**config.mk**
```make
export PLATFORM = sky130hd
export DESIGN_NAME = reg_file
export DESIGN_NICKNAME = d
export VERILOG_FILES = /design/src/rtl/cpu_pkg.sv /design/src/rtl/reg_file.sv
export SDC_FILE = /design/constraint.sdc
export NUM_CORES = 2
export LEC_CHECK = 0
export CORE_AREA = 2 2 452 454
export DETAILED_ROUTE_END_ITERATION = 7
export DIE_AREA = 0 0 454 456
export DONT_BUFFER_PORTS = 1
export GPL_TIMING_DRIVEN = 0
export SLEW_MARGIN = 30
export SYNTH_ARGS = -nofsm -noshare
export SYNTH_HDL_FRONTEND = slang
export SYNTH_SLANG_ARGS = --single-unit
export TNS_END_PERCENT = 5
```
**constraint.sdc**
```tcl
create_clock -name clk -period 48.8 [get_ports clk]
set_clock_uncertainty 0.05 [all_clocks]
set_input_delay 9.76 -clock clk [delete_from_list [all_inputs] [get_ports clk]]
set_output_delay 9.76 -clock clk [all_outputs]
set_load 0.02 [all_outputs]
```
**src/rtl/cpu_pkg.sv**
```systemverilog
// Datapath-wide widths and types shared by the register file, ALU, operand mux and decode.
package cpu_pkg;
  localparam int DATA_W = 32;
  localparam int ADDR_W = 5;

  typedef logic [DATA_W-1:0] word_t;
  typedef logic [ADDR_W-1:0] reg_addr_t;

  localparam reg_addr_t REG_ZERO = 5'd0;
endpackage

```
**src/rtl/reg_file.sv**
```systemverilog
// 2**ADDR_W-entry register file: two combinational read ports, one debug read port,
// one synchronous write port, register 0 hard-wired to zero, optional write-first bypass.
module reg_file #(
  parameter int DATA_W = cpu_pkg::DATA_W,
  parameter int ADDR_W = cpu_pkg::ADDR_W,
  parameter bit BYPASS = 1'b0
) (
  input  logic              clk,
  input  logic              rst,
  input  logic [ADDR_W-1:0] ra1,
  input  logic [ADDR_W-1:0] ra2,
  output logic [DATA_W-1:0] rd1,
  output logic [DATA_W-1:0] rd2,
  input  logic              we,
  input  logic [ADDR_W-1:0] wa,
  input  logic [DATA_W-1:0] wd,
  input  logic [ADDR_W-1:0] dbg_addr,
  output logic [DATA_W-1:0] dbg_data,
  output logic [31:0]       wr_count
);
  localparam int DEPTH = 2**ADDR_W;

  logic [DATA_W-1:0] regs_q [DEPTH];
  logic [31:0]       wr_count_q, wr_count_d;
  logic              wr_en;
  logic [DATA_W-1:0] rd1_raw, rd2_raw;

  // Writes to register 0 are dropped entirely, including the commit count.
  assign wr_en      = we && (wa != '0);
  assign wr_count_d = wr_count_q + 32'd1;

  always_ff @(posedge clk or posedge rst) begin
    if (rst) begin
      for (int i = 0; i < DEPTH; i++) regs_q[i] <= '0;
      wr_count_q <= '0;
    end else if (wr_en) begin
      regs_q[wa] <= wd;
      wr_count_q <= wr_count_d;
    end
  end

  assign rd1_raw  = (ra1 == '0)      ? '0 : regs_q[ra1];
  assign rd2_raw  = (ra2 == '0)      ? '0 : regs_q[ra2];
  assign dbg_data = (dbg_addr == '0) ? '0 : regs_q[dbg_addr];
  assign wr_count = wr_count_q;

  // Forwarding must stay off in the single-cycle datapath: wd is a function of rd1/rd2.
  generate
    if (BYPASS) begin : g_byp
      assign rd1 = (wr_en && (ra1 == wa)) ? wd : rd1_raw;
      assign rd2 = (wr_en && (ra2 == wa)) ? wd : rd2_raw;
    end else begin : g_nobyp
      assign rd1 = rd1_raw;
      assign rd2 = rd2_raw;
    end
  endgenerate
endmodule

```
==> out/summary.txt <==
Static Leak -> 31.4 nW
Post-synth EDFFs -> 0
Final setup vio count -> 0
Mapped Nets -> 4641
Crit path capture type -> output port
Place WS -> 25.02 ns
Cell area power density -> 40.5 nW/µm²
Total track usage -> 0.324
Number of H-tree levels -> 4
Largest net degree at the start of global routing -> 88
Commonest non-fill, non-tap cells in the layout -> 1126 x mux2_2, 1056 x dfrtp_1, 591 x mux4_2
Dominant synthesized flop cell -> dfrtp_1
Overall power -> 3.02 mW
Grt met3 use -> 0.147
Pre-Repair DR Iteration Count -> 8
Die area -> 207000 µm²
Multiplexer share of the synthesized area -> 0.452
Drt initial violations -> 8891
Largest family of logic cells by synthesized area -> multiplexers
Distinct cell type count after synthesis -> 48
Synth Area in Compound Gates -> 0.0583
Port buffer count -> 0
Hold Crit Class -> reg -> reg
Busiest grt layer -> met2
Worst r2r src -> wr_count[2]
Worst EP arrival -> 14.20 ns
Peak supply drop -> 0.0000406 V
Post-synthesis cell area -> 64300 µm²
GPL Wtd Cong -> 1.03
Global Route met1 Usage -> 0.386
Final setup margin -> 24.79 ns
Syn Area/Cell -> 14.0 µm²
Gate power share -> 0.253
CTS tree -> yes
Root cell of the clock tree -> clkbuf_16
Routed Antenna Nets -> 0
Switching power share of the total -> 0.328
Worst R2R Path Depth -> 5
Cell Chain, Critical Path -> buf_2 -> buf_4 -> buf_2 -> buf_2 -> buf_2 -> nor2_1 -> clkbuf_2 -> nor4_2
Via Count -> 52100
Seq/Total Area, Yosys -> 0.411
CP Class -> in -> out
Initial core utilization -> 0.319
RSZ-0062 raised after global routing -> no
Most used cell, CP -> buf_2
Sequential Power Share -> 0.405
Final WL -> 342 mm
Commonest non-fill, non-tap cell in the layout -> mux2_2
Hold Crit Start -> regs_q[1006]
Synth Instances -> 4585
Number of global-route vias before repair -> 50400
Least-Margin Pin Slew -> 1.17 ns
Core ar. -> 202000 µm²
Area Growth Syn to Fin -> 16.0%
Setup slack, reg-to-reg -> 46.24 ns
Std-Cell Rows -> 165
Simple-Gate Fraction of Synth Area -> 0.0391
Yosys reg bits -> 1056
Period utilization -> 0.492
Clk_lat worst skew -> 0.81 ns
Post_cts resized -> 0
Switching power -> 0.991 mW
Cts hold-fix bufs -> 0
Fin. Hold Viols -> 0
DRC errors left -> 0
CTS Buffer Depth -> 3
Final core occ -> 0.370
Wire per inst -> 45.0 µm
Slowest stage delay, CP -> 1.08 ns
Fin. max-slew vios -> 0
Post-CTS Setup Bufs -> 0
Die height -> 456 µm
Syn. warnings -> 0
Crit Path Max Fanout -> 10
Clock share of power -> 0.342
Nets -> 4850
WHS Endpoint -> regs_q[1006]
Layout cells sized above 1 -> 0.502
DP Wirelength -> 237 mm
Slowest-stage cell, CP -> nor4_2
Num CTS Buffers -> 132
M2 GR Usage -> 0.444
Reg-to-reg endpoint -> wr_count[28]
Internal power -> 2.03 mW
Initial antenna violation count -> 21
Req. time, crit path -> 38.99 ns
Fmax -> 41.6 MHz
First-pass GRT wire length -> 453 mm
Max-slew headroom -> 0.217
CTS clk-pin slew, worst paths -> 0.05 ns
Via density -> 6.86
Status -> finished clean
Period minus WS final -> 24.01 ns
Max Cap Viol -> 0
Synth Area in XOR/XNOR -> 0.00422
Min-Delay Path Depth -> 1
I/O pin total -> 183
Chip width -> 454 µm
Fill count -> 19100
# clock sinks -> 1056
FFs w/ async S/R, synth -> 1.00
Critical path startpoint category -> input pin
Post-Synth Adder-Cell Area -> 0.000195
Grt ovf -> 0
==> worst max-delay path by stage <==
stage | startpoint | to | slack [ns] | depth (start not counted)
detailed placement | dbg_addr[2] | dbg_data[2] | 25.02 | 8
global placement | rst | regs_q[397] | -3.44 | 1
global route | dbg_addr[2] | dbg_data[27] | 25.01 | 8
finish | dbg_addr[2] | dbg_data[5] | 24.79 | 8
CTS | dbg_addr[2] | dbg_data[2] | 25.02 | 8
floorplan | rst | regs_q[0] | 9.27 | 1
==> through the flow <==
stage	hold WS, ns	TNS, ns	cell area, µm²	cells
6_report	0.453	0	74600	7596
5_1_grt	0.478	0	74600	7577
4_1_cts	0.454	0	74500	7565
3_5_place_dp	0.440	0	70100	7331
3_3_place_gp	0.430	-3447.71	67700	7257
2_1_floorplan	0.408	0	64300	4585
==> Yosys cell counts (2+ instances only) <==
library cell | instances | area share
nand2_1 | 99 | 0.0058
nand4b_1 | 3 | 0.00041
inv_1 | 6 | 0.00035
buf_4 | 28 | 0.0033
nor2b_1 | 115 | 0.011
nand4_1 | 10 | 0.00097
or2_2 | 3 | 0.00029
mux2i_1 | 305 | 0.047
xnor2_1 | 15 | 0.0020
nor4_1 | 67 | 0.0065
mux4_2 | 591 | 0.21
o22ai_1 | 88 | 0.0086
and3_1 | 5 | 0.00049
nand2b_1 | 35 | 0.0034
nor2_1 | 68 | 0.0040
xor2_1 | 16 | 0.0022
o21ai_0 | 4 | 0.00031
a211oi_1 | 127 | 0.015
nand3b_1 | 5 | 0.00058
a2111oi_0 | 30 | 0.0041
dfrtp_1 | 1056 | 0.41
a221oi_1 | 8 | 0.0011
buf_2 | 130 | 0.010
o221ai_1 | 25 | 0.0034
nor3_1 | 27 | 0.0021
mux2_2 | 1126 | 0.20
a221o_1 | 64 | 0.010
a21oi_1 | 5 | 0.00039
clkbuf_1 | 316 | 0.018
nor3b_1 | 4 | 0.00047
a211o_1 | 2 | 0.00027
nand3_1 | 16 | 0.0012
a22o_1 | 107 | 0.015
nand3_4 | 2 | 0.00054
buf_1 | 64 | 0.0037
==> cell type report <==
| cell class | instances | area (µm²) | area share |
|---|---|---|---|
| Clock inverter | 41 | 603 | 0.00808 |
| Antenna cell | 30 | 75.1 | 0.00101 |
| Multi-Input combinational cell | 2985 | 36100 | 0.484 |
| Sequential cell | 1056 | 26400 | 0.354 |
| Timing Repair Buffer | 75 | 1650 | 0.0221 |
| Tap cell | 2672 | 3340 | 0.0448 |
| Inverter | 6 | 30.0 | 0.000402 |
| Buffer | 538 | 2550 | 0.0342 |
| Clock buffer | 193 | 3810 | 0.0511 |
==> cell families after synthesis <==
family / after synthesis
AO/OA/AOI/OAI: 464
AND/OR/NAND/NOR: 467
XOR/XNOR: 31
buffers and inverters: 544
adder cells (fa/ha/maj): 1
multiplexers: 2022
flip-flops: 1056
==> critical path: cells and delay by family <==
kind	cells	cell delay [ns]
buffers and inverters	6	2.82
and+or+nand+nor	2	1.54
==> layer usage <==
metal | share of wire | routed length [µm] | vias to the layer above
li1 | - | - | 18600
met1 | 0.35 | 120000 | 27300
met2 | 0.41 | 139000 | 4803
met3 | 0.14 | 48300 | 1409
met4 | 0.10 | 34000 | 8
met5 | 0.00016 | 55 | -
==> power by group through the flow <==
stage               sequential (mW)  clock [mW]  combinational (mW)
floorplan                      1.16           0               0.530
global placement               1.22           0               0.707
detailed placement             1.23           0               0.743
CTS                            1.21        1.03               0.745
global route                   1.24        1.07               0.787
finish                         1.22        1.03               0.766
==> sequential cells by signal (all words and copies together), names as in the netlist <==
| signal | cells |
|---|---|
| wr_count | 32 |
| regs_q | 1024 |
No activity file was read; power rests on OpenSTA's default activity.
